<file path="src/rtl/bgp_startup_seq.sv">
// Bandgap startup sequencer: powers channels up one at a time, waits a settling window,
// verifies each channel's comparator flag and supervises ON channels for dropout.
module bgp_startup_seq #(
    parameter int unsigned       CHANNELS      = 4,
    parameter int unsigned       SETTLE_CYCLES = 1024,
    parameter int unsigned       CNT_W         = 11,
    parameter int unsigned       TRIM_W        = 5,
    parameter logic [TRIM_W-1:0] TRIM_DEFAULT  = 5'd16
) (
    input  logic                wb_clk_i,
    input  logic                wb_rst_i,
    input  logic [CHANNELS-1:0] en_req,
    input  logic [CHANNELS-1:0] vbgp_ok,
    input  logic [TRIM_W-1:0]   trim_in,
    input  logic                trim_load,
    output logic [CHANNELS-1:0] bgp_en,
    output logic [TRIM_W-1:0]   bgp_trim,
    output logic [CHANNELS-1:0] ready,
    output logic [CHANNELS-1:0] fault,
    output logic                busy
);

    localparam int unsigned      IDX_W    = (CHANNELS > 1) ? $clog2(CHANNELS) : 1;
    localparam logic [CNT_W-1:0] CNT_LOAD = CNT_W'(SETTLE_CYCLES - 1);

    typedef enum logic [1:0] {
        StIdle,
        StSettle,
        StCheck
    } seq_state_e;

    typedef enum logic [1:0] {
        ChOff,
        ChStarting,
        ChOn,
        ChFault
    } ch_state_e;

    seq_state_e          r_state;
    ch_state_e           r_stat [CHANNELS];
    logic [IDX_W-1:0]    r_cur;
    logic [CNT_W-1:0]    r_cnt;
    logic [CHANNELS-1:0] r_bgp_en;
    logic [CHANNELS-1:0] r_ready;
    logic [CHANNELS-1:0] r_fault;
    logic                r_busy;
    logic [TRIM_W-1:0]   r_trim;

    logic                w_found;
    logic [IDX_W-1:0]    w_cand;
    logic                w_any_starting;
    logic                w_trim_ok;

    // Lowest-index requesting OFF channel is the next one to power up.
    always_comb begin
        w_found        = 1'b0;
        w_cand         = '0;
        w_any_starting = 1'b0;
        for (int i = 0; i < int'(CHANNELS); i++) begin
            if (!w_found && en_req[i] && (r_stat[i] == ChOff)) begin
                w_found = 1'b1;
                w_cand  = IDX_W'(i);
            end
            if (r_stat[i] == ChStarting) begin
                w_any_starting = 1'b1;
            end
        end
    end

    // A strobe that coincides with a channel start is dropped so trim never moves mid-settle.
    assign w_trim_ok = trim_load && (r_state == StIdle) && !w_found && !w_any_starting;

    always_ff @(posedge wb_clk_i) begin
        if (wb_rst_i) begin
            r_state  <= StIdle;
            r_cur    <= '0;
            r_cnt    <= '0;
            r_bgp_en <= '0;
            r_ready  <= '0;
            r_fault  <= '0;
            r_busy   <= 1'b0;
            r_trim   <= TRIM_DEFAULT;
            for (int i = 0; i < int'(CHANNELS); i++) begin
                r_stat[i] <= ChOff;
            end
        end else begin
            // ON/FAULT channels are supervised independently of the sequencer.
            for (int i = 0; i < int'(CHANNELS); i++) begin
                if (r_stat[i] == ChOn) begin
                    if (!en_req[i]) begin
                        r_stat[i]   <= ChOff;
                        r_bgp_en[i] <= 1'b0;
                        r_ready[i]  <= 1'b0;
                    end else if (!vbgp_ok[i]) begin
                        r_stat[i]   <= ChFault;
                        r_bgp_en[i] <= 1'b0;
                        r_ready[i]  <= 1'b0;
                        r_fault[i]  <= 1'b1;
                    end
                end else if ((r_stat[i] == ChFault) && !en_req[i]) begin
                    r_stat[i]  <= ChOff;
                    r_fault[i] <= 1'b0;
                end
            end

            if (w_trim_ok) begin
                r_trim <= trim_in;
            end

            unique case (r_state)
                StIdle: begin
                    if (w_found) begin
                        r_cur            <= w_cand;
                        r_bgp_en[w_cand] <= 1'b1;
                        r_stat[w_cand]   <= ChStarting;
                        r_cnt            <= CNT_LOAD;
                        r_state          <= StSettle;
                        r_busy           <= 1'b1;
                    end
                end
                StSettle: begin
                    if (!en_req[r_cur]) begin
                        r_bgp_en[r_cur] <= 1'b0;
                        r_stat[r_cur]   <= ChOff;
                        r_state         <= StIdle;
                        r_busy          <= 1'b0;
                    end else if (r_cnt == '0) begin
                        r_state <= StCheck;
                    end else begin
                        r_cnt <= r_cnt - 1'b1;
                    end
                end
                StCheck: begin
                    if (!en_req[r_cur]) begin
                        r_bgp_en[r_cur] <= 1'b0;
                        r_stat[r_cur]   <= ChOff;
                    end else if (vbgp_ok[r_cur]) begin
                        r_stat[r_cur]  <= ChOn;
                        r_ready[r_cur] <= 1'b1;
                    end else begin
                        r_stat[r_cur]   <= ChFault;
                        r_fault[r_cur]  <= 1'b1;
                        r_bgp_en[r_cur] <= 1'b0;
                    end
                    r_state <= StIdle;
                    r_busy  <= 1'b0;
                end
                default: begin
                    r_state <= StIdle;
                    r_busy  <= 1'b0;
                end
            endcase
        end
    end

    assign bgp_en   = r_bgp_en;
    assign bgp_trim = r_trim;
    assign ready    = r_ready;
    assign fault    = r_fault;
    assign busy     = r_busy;

endmodule

</file>
<file path="config.mk">
export PLATFORM = sky130hd
export DESIGN_NAME = bgp_startup_seq
export DESIGN_NICKNAME = d
export VERILOG_FILES = /design/src/rtl/bgp_startup_seq.sv
export SDC_FILE = /design/constraint.sdc
export NUM_CORES = 1
export LEC_CHECK = 0
export ABC_AREA = 1
export BUFFER_PORTS_ARGS = -buffer_cell sky130_fd_sc_hd__buf_2
export CORE_UTILIZATION = 51
export CTS_CLUSTER_SIZE = 20
export DETAILED_ROUTE_END_ITERATION = 7
export PLACE_DENSITY_LB_ADDON = 0.2
export SLEW_MARGIN = 20
export SYNTH_ARGS = -nofsm -noshare
export SYNTH_HDL_FRONTEND = slang
export SYNTH_SLANG_ARGS = --single-unit
export TNS_END_PERCENT = 10
</file>
<file path="constraint.sdc">
create_clock -name wb_clk_i -period 1.9 [get_ports wb_clk_i]
set_clock_uncertainty 0.1 [all_clocks]
set_input_delay 0.38 -clock wb_clk_i [delete_from_list [all_inputs] [get_ports wb_clk_i]]
set_output_delay 0.38 -clock wb_clk_i [all_outputs]
set_load 0.03 [all_outputs]
</file>
==> Word-level counts from Yosys, hierarchy flattened <==
Memory sizes are Yosys's and may differ from the RTL's.
Index checks and enable logic that the tools add are counted.
{ "classes": {"n_addsub": 1, "n_mul": 0, "n_div": 0, "n_lt_le_gt_ge": 4, "n_eq_ne": 19, "shifts": 0, "mux": 186, "bitwise_logic": 20, "reduce_logical": 37} }
{ "ops": {"columns": ["operator", "n"], "rows": [
  ["two-way mux 1 bit", 143],
  ["two-way mux 2 bit", 22],
  ["two-way mux 4 bit", 10],
  ["two-way mux 11 bit", 3],
  ["one-hot mux 11 bit (2 select lines)", 1],
  ["== test 2 bit, second input constant", 9],
  ["logical AND 1 bit", 16],
  ["OR 1 bit", 15],
  ["OR 4 bit", 3],
  ["one-hot mux 4 bit (3 select lines)", 1],
  ["logical NOT 11 bit", 1],
  ["subtractor 11 x 1 -> 11 bit, second input constant", 1],
  ["== test 2 x 1 -> 1 bit, second input constant", 5],
  ["logical NOT 2 bit", 5],
  ["logical NOT 1 bit", 9],
  ["!= test 2 bit, second input constant", 4],
  ["< comparator 2 x 3 -> 1 bit, second input constant", 2],
  ["AND reduction 2 bit", 3],
  ["AND 4 bit", 1],
  ["binary-select mux 1 bit (select 2 bit)", 2],
  ["demux 1 bit (select 2 bit)", 2],
  ["greater-or-equal comparator 2 x 1 -> 1 bit, second input constant", 2],
  ["NOT 4 bit", 1],
  ["one-hot mux 2 bit (2 select lines)", 1],
  ["other kinds (5)", 5]
]} }
{ "totals": {"ff_bits": 33, "latchBits": 0, "ram_bits": 8, "mem_bits_ro": 0, "output_inout_bits": 18, "word_cells": 276, "mem_count": 1} }
{ "mem_list": {"columns": ["memory", "depth", "word_bits", "rd", "rd_ports_with_merged_regs", "write_ports", "line_no", "source"], "rows": [
  ["r_stat", 4, 2, 4, 0, 5, "40", "ch_state_e r_stat [CHANNELS];"]
]} }

==> Depth between registers and ports, before layout <==
Gate-level depths: netlist of the first run.
An unclocked memory read counts as a cell.
{ "depth": {"depth_word": 23, "ltp_mapped": 13, "ltp_nobuf": 13} }

==> Least setup slack after synthesis of the first run <==
No wires, ideal clock.
{ "synth_path": {"kind": "register to register", "startpoint": "register r_cur[0]", "endpoint": "memory r_stat[3][0] (netlist bit), enable pin", "setup_time_ns": 0.300, "arrival_ns": 1.468, "required_ns": 1.500, "setup_slack_ns": 0.031, "stages_incl_launch_ff": 12, "path_buffers": 2, "period_less_slack_ns": 1.869, "path_cell_list": "dfxtp_1 buf_6 nand2_2 nand2_2 nand2_2 nand2_4 nand4_4 and2_4 nand3_4 buf_12 nand3_2 nand3_1"} }
{ "synth_rtl": {"columns": ["element", "line_no", "source"], "rows": [
  ["start, declared", "41", "logic [IDX_W-1:0] r_cur;"],
  ["start signal, assigned", "113", "r_cur <= w_cand;"],
  ["end, declared", "40", null]
]} }

==> summary.txt, run 1 <==
Outcome
  • Outcome: finished with violations
  • Failing checks: DRC, setup timing

Layout
  • Layout cells sized above 1: 40.00%
  • Fillers: between 300 and 400
  • Layout Area Growth over Synthesis: 38.24%
  • Diodes inserted: 0
  • Layout Nets: 436
  • Register area: 904.6 um2
  • Final std cells w/o fill: between 400 and 500
  • Area of the multi-input gates: 1458 um2

CTS
  • Clock Latency Late Sink: 0.30 ns
  • Clock Sinks: 41
  • CTS tree: done
  • CTS HTree Levels: 2
  • CTS Hold Buffers Added: 0
  • CTS Buf Count: 5
  • CTS clk-pin slew, worst paths: 0.08 ns
  • Root buffer cell: clkbuf_8
  • Clock buffer depth: 2

Floorplanning
  • Top Ports: 34
  • Die Height: between 70 and 80 um
  • Placeable Area: around 4400 um2
  • Width of the die: 70.67 um
  • Standard-cell rows: 24
  • Die footprint: roughly 5000 um2
  • Initial core utilization: 54.11%

Global routing
  • Vias in the first global route: between 2000 and 2500
  • First-pass GRT wire length: 11.39 mm
  • Total GRT Usage: between 20% and 30%
  • Pin count of the biggest net entering global routing: 32
  • Gr ovfl total: 0
  • Antenna violations before repair: 0

Timing
  • Final Max Tran Viols: 0
  • Max Fclk: 497.4 MHz
  • Final period util: 105.8%
  • Finish-stage setup viols: 16
  • Crit path time final: 2.010 ns
  • Setup ws final: -0.1104 ns
  • Final hold vios: 0
  • Worst-margin pin slew: 0.4799 ns
  • RSZ-0062 raised after global routing: yes
  • Slew Limit Headroom: 67.67%

Worst setup path
  • Worst R2R Setup Slack: -0.11 ns
  • CP max stage cell: dfxtp_4
  • Critical Path Most Common Cell: nand2_2
  • CP Max Fanout: 6
  • Cell family with most CP delay: simple AND/OR/NAND/NOR gates
  • Critical Path Max Stage Delay: around 0.39 ns
  • Reg2reg path depth: 13
  • Crit Path Category: register to register
  • Critical Path Stages: 13
  • CP startpoint kind: register
  • Worst-path cell chain: buf_6 -> nand2_2 -> nand2_2 -> nand2_2 -> nand2_4 -> inv_4 -> nand4_4 -> buf_6 -> nand4_1 -> nand2_4 -> nand3_4 -> nand2_2 -> nand2_1
  • Arrival time worst endpoint: 1.97 ns
  • Endpoint class of the critical path: register
  • Req. time, crit path: 1.86 ns
  • Buf+Inv Stages, Crit Path: 3

Power
  • Total Power: between 4 and 5 mW
  • Worst VDD drop: 0.7588 mV
  • Leakage: 1.555 nW
  • P per Cell Area: 1316 nW/um2

Detailed routing
  • Routed vias: 2636
  • Avg Vias per Cell: about 5.6
  • WL/cell: approximately 15 um
  • Routed Antenna Nets: 0
  • DRC: 8
  • Drt total wl: 6.912 mm
  • DRT Pass-1 Iters: 7
  • Initial DRC count: 245

Yosys
  • Synth warnings: 0
  • Synth area leader: dfxtp_1
  • Synthesized instance count: ~330
  • Synth async-reset ratio: 0%
  • Synth Register Bits: 41
  • Post-synth top area share: 27.47%
  • Seq/Total Area, Yosys: 37.46%
  • Main synth FF type: dfxtp_1
  • Mapped cell area: approximately 2400 um2
  • Avg Cell Area, Syn: between 7 and 8 um2
  • Synth cell types: 44
  • Top post-synthesis cells by area: dfxtp_1, edfxtp_1, nand2_1
  • Post-synth EDFFs: 8
  • Syn Nets: 343

Placed design
  • IO Port Bufs: 33
  • DP Worst Slack: -0.1546 ns
  • RePlAce Congestion: 0.9592
  • Hpwl dp: roughly 4.8 mm
  • Placed cell count: between 400 and 500

Worst hold path
  • Hold Path Stages: 3
  • Worst hold path type: primary input to register

Job
  • Max_cap viols: 0
layout by cell type, fill, tap and decap left out, types with 3 or more instances in the layout:
cell	n
a21oi_1	17
o21ai_1	3
nand4_1	17
a311oi_1	3
nand3_4	7
nor2_1	30
clkbuf_8	5
inv_2	7
o32ai_1	3
inv_1	35
buf_6	7
nor2_4	5
nor3_1	4
nand3_1	15
buf_2	33
buf_4	53
o21ai_0	20
nand2_1	44
nand2_4	9
nand3_2	3
nand2_2	25
dfxtp_1	32
edfxtp_1	8
inv_4	4
a31oi_1	5
flip-flops by register name, summed over array words and instances (netlist names):
register  cells
bgp_en        4
bgp_trim      5
busy          1
fault         4
r_cnt        11
r_cur         2
r_stat        8
r_state       2
ready         4
synth_stat cells, types with 2 or more instances:
master and count:
a311oi_1 3, nand2_1 64, a21oi_1 18, o22ai_1 2
nor3_1 5, nand2_2 11, nand2_4 3, dfxtp_1 33
o32ai_1 3, edfxtp_1 8, nor2_4 3, xnor2_1 2
nor2_1 31, a31oi_1 5, nor2_2 2, nand4_1 17
nand3_2 5, inv_1 37, inv_2 7, buf_6 2
nand3_1 18, o21ai_0 23, clkbuf_1 3
power by group:
group	total [mW]	switching [mW]	leakage [nW]	internal, mW
clock	0.584	0.323	0.0461	0.261
combinational	2.50	1.46	1.15	1.03
sequential	1.30	0.190	0.357	1.11
cell families after synthesis:
kind of cell	synth area share, %
compound gates	15.04
xor+xnor	1.093
buf+inv	9.782
fa+ha+maj	0.5202
flops	37.46
simple gates	36.11
final timing paths:
kind | startpoint | to
min reg2reg | bgp_trim[2] | bgp_trim[2]
min | trim_in[4] | bgp_trim[4]
max | r_cur[0] | r_stat[0][1]
max reg2reg | r_cur[0] | r_stat[0][1]
final cells by class:
type	count	area share, %
clock buffers	6	2.183
inverters	44	5.119
multi-input cells	234	43.85
flip-flops and latches	41	27.21
clock inverters	2	0.3764
repair buffers	93	19.31
well taps	52	1.957
per-stage QoR:
| step | TNS, ns | utilization [%] | hold WS [ns] | area (um2) |
|---|---|---|---|---|
| after global placement | -1.442 | 66.84 | 0.3267 | 2970 |
| final | -1.429 | 74.80 | 0.2413 | 3324 |
| after CTS | -0.1201 | 73.06 | 0.2363 | 3247 |
| after detailed placement | -2.817 | 66.84 | 0.3332 | 2970 |
| after floorplan | 0 | - | 0.3541 | 2405 |
| after global routing | -2.851 | 74.80 | 0.2627 | 3324 |
worst reg2reg max path: cells and delay by family, from the launching register on:
family / cells / cell delay, ns
simple gates: 10 / 0.99
buf+inv: 3 / 0.30
flops: 1 / 0.39
layer usage:
layer / vias to the layer above / global-route usage, % / part of all wire (%)
met2: 80 / 48.98 / 46
met1: 1251 / 40.11 / 48
met4: 0 / 7.333 / 1.3
li1: 1296 / - / -
met3: 9 / 3.561 / 4.1
met5: - / 0 / 0
what timing repair did:
action / in CTS / in global routing
gates cloned: 1 / 0
pin swaps: 29 / 15
gates resized for setup: 38 / 21
buffers inserted: 4 / 2
setup endpoints to repair: 21 / 32
Note: power is estimated with default switching activity, not from simulation.
==> run 2: changes to the inputs <==
--- a/config.mk
+++ b/config.mk
@@ -7,10 +7,12 @@
 export LEC_CHECK = 0
 export ABC_AREA = 1
 export BUFFER_PORTS_ARGS = -buffer_cell sky130_fd_sc_hd__buf_2
+export CORE_MARGIN = 1
 export CORE_UTILIZATION = 51
 export CTS_CLUSTER_SIZE = 20
 export DETAILED_ROUTE_END_ITERATION = 7
 export PLACE_DENSITY_LB_ADDON = 0.2
+export SKIP_LAST_GASP = 1
 export SLEW_MARGIN = 20
 export SYNTH_ARGS = -nofsm -noshare
 export SYNTH_HDL_FRONTEND = slang
==> run 2 against run 1 <==
  * The run still ends with DRC, setup timing left
  * Clock power fell by 0.7%
  * Utilization fell by 0.84 points
  * Worst setup slack got worse by 0.010 ns
  * Non-clock buffer count fell by 1
  * Routed wire length fell by 0.55%
  * Maximum frequency fell by 0.52%
  * Design area fell by 1.1%
  * Total power fell by 2.1%
  * Global-route usage fell by 0.24 points
  * Critical path depth did not move
  * Combinational power fell by 3%
  * Sequential share of layout area rose by 0.31 points
  * Largest cell class unchanged
==> summary.txt, run 2 (synthesis results as in run 1) <==
Worst setup path
  • Req. time, crit path: 1.86 ns (about the same)
  • CP startpoint kind: register
  • Worst R2R Setup Slack: -0.12 ns (about the same)
  • Critical R2R Launch: r_cur[0]
  • Critical Path Max Stage Delay: 0.39 ns (about the same)
  • Crit Path Category: register to register
  • CP max stage cell: dfxtp_4
  • Reg2reg path depth: 13 (unchanged)
  • Critical Path Most Common Cell: nand2_2
  • Reg-to-reg endpoint: r_stat[2][0]
  • CP Max Fanout: 6 (unchanged)
  • Worst-path cell chain: buf_6 -> nand2_2 -> nand2_2 -> nand2_2 -> nand2_4 -> inv_4 -> nand4_4 -> buf_6 -> nand4_1 -> nand2_4 -> nand3_4 -> nand2_2 -> nand2_1
  • Arrival time worst endpoint: 1.98 ns (about the same)
  • Endpoint class of the critical path: register

Timing
  • Crit path time final: 2.021 ns (+0.01042 ns)
  • Max Fclk: 494.9 MHz (-0.52%)
  • Final Max Tran Viols: 0 (unchanged)
  • RSZ-0062 raised after global routing: yes
  • Slew Limit Headroom: 68.26% (+0.60 points)
  • Final hold vios: 0 (unchanged)
  • Final period util: 106.4% (+0.55 points)
  • Setup ws final: -0.1208 ns (-0.01042 ns)
  • Worst-margin pin slew: 0.4711 ns (-0.008866 ns)
  • Worst hold slack: 0.2396 ns (-0.001688 ns)
  • Finish-stage setup viols: 16 (unchanged)

Job
  • Max_cap viols: 0 (unchanged)

Layout
  • Layout Area Growth over Synthesis: 36.68%
  • Diodes inserted: 0 (unchanged)
  • Layout cells sized above 1: 38.19% (-1.8 points)
  • Max reg flops: 11 (unchanged)
  • Commonest non-fill, non-tap cell in the layout: buf_4
  • Layout Nets: 435 (-0.23%)
  • Most flops, register: r_cnt
  • Fillers: 347 (+2.1%)
  • Commonest non-fill, non-tap cells in the layout: buf_4, nand2_1, inv_1

Floorplanning
  • Standard-cell rows: 24 (unchanged)
  • Placeable Area: 4444 um2 (unchanged)
  • Width of the die: 70.67 um (unchanged)
  • Top Ports: 34 (unchanged)
  • Die Height: 70.67 um (unchanged)
  • Initial core utilization: 54.11% (unchanged)
  • Die footprint: 4994 um2 (unchanged)

Power
  • Leakage: 1.552 nW (-0.17%)
  • Total Power: 4.285 mW (-2.1%)
  • P per Cell Area: 1304 nW/um2 (-0.95%)
  • Worst VDD drop: 0.6832 mV (-10%)

Detailed routing
  • Initial DRC count: 244 (-0.41%)
  • Routed Antenna Nets: 0 (unchanged)
  • Drt total wl: 6.874 mm (-0.55%)
  • Avg Vias per Cell: 5.639 (+0.97%)
  • DRT Pass-1 Iters: 7 (unchanged)
  • DRC: 8 (unchanged)
  • Routed vias: 2656 (+0.76%)
  • WL/cell: 14.59 um (-0.34%)

Placed design
  • RePlAce Congestion: 0.9592 (unchanged)
  • Hpwl dp: 4.775 mm (unchanged)
  • DP Worst Slack: -0.1546 ns (unchanged)
  • IO Port Bufs: 33 (unchanged)

CTS
  • Root buffer cell: clkbuf_8
  • CTS tree: done
  • Clock Sinks: 41 (unchanged)
  • Clock Latency Late Sink: 0.30 ns (about the same)
  • CTS Buf Count: 5 (unchanged)
  • CTS HTree Levels: 2 (unchanged)
  • CTS clk-pin slew, worst paths: 0.08 ns (about the same)
  • Clock buffer depth: 2 (unchanged)

Global routing
  • Gr ovfl total: 0 (unchanged)
  • Vias in the first global route: 2442 (-0.85%)
  • Antenna violations before repair: 0 (unchanged)
  • First-pass GRT wire length: 11.30 mm (-0.79%)
  • Total GRT Usage: 28.86% (-0.24 points)
  • Pin count of the biggest net entering global routing: 32 (unchanged)

Worst hold path
  • Worst hold path type: primary input to register
  • Hold Path Stages: 3 (unchanged)
  • Hold_sp: trim_in[4]
  • Hold endpoint: bgp_trim[4]

Outcome
  • Failing checks: DRC, setup timing
  • Outcome: finished with violations
-- run 2: critical path: cells and delay by family (launching register included) --
kind          cells  cell delay, ns
buf+inv           3            0.29
flops             1            0.39
simple gates     10            1.00
-- run 2: worst max path at each step --
stage | start | endpoint | slack (ns) | cells past startpoint
after floorplan | r_cur[0] | r_stat[3][0] | 0.03 | 11
final | r_cur[0] | r_stat[2][0] | -0.12 | 13
after detailed placement | en_req[3] | r_stat[3][1] | -0.15 | 10
after global placement | en_req[3] | r_stat[3][0] | -0.10 | 10
after global routing | r_cur[0] | r_stat[3][1] | -0.20 | 13
after CTS | r_cnt[1] | r_cnt[8] | -0.02 | 10
-- run 2: layout make-up --
type | instances | area, um2 | share of cell area (%)
Timing Repair Buffer | 92 | 634.4 | 19.30
Tap cell | 52 | 65.06 | 1.979
Clock buffer | 6 | 72.57 | 2.208
Clock inverter | 2 | 12.51 | 0.3807
Multi-Input combinational cell | 234 | 1428 | 43.43
Sequential cell | 41 | 904.6 | 27.52
Inverter | 44 | 170.2 | 5.177
-- run 2: metal layers --
metal	vias up	track usage [%]	wire length (um)	share of wire, %
li1	1293	-	-	-
met1	1245	39.93	3151	46
met2	109	48.33	3210	47
met3	9	3.561	423	6.2
met4	0	7.333	90	1.3
met5	-	0	0	0
-- run 2: report_power, final --
group | internal [mW] | switching (mW) | total [mW]
sequential | 1.11 | 0.181 | 1.29
clock | 0.261 | 0.319 | 0.580
combinational | 0.993 | 1.42 | 2.42
total | 2.36 | 1.92 | 4.28
-- run 2: repair_timing --
action / CTS / global route
hold buffers: 0 / 0
setup endpoints to repair: 21 / 34
buffers inserted: 4 / 1
gates resized for setup: 36 / 12
pin swaps: 25 / 10
hold endpoints to repair: 0 / 0
cloned: 1 / 0
-- run 2: through the flow --
stage	instance area, um2	TNS (ns)	instances	utilization [%]
floorplan	2405	0	326	-
global placement	2970	-1.442	457	66.84
detailed placement	2970	-2.817	457	66.84
CTS	3237	-0.1525	470	72.83
global route	3287	-4.200	471	73.96
finish	3287	-1.580	471	73.96
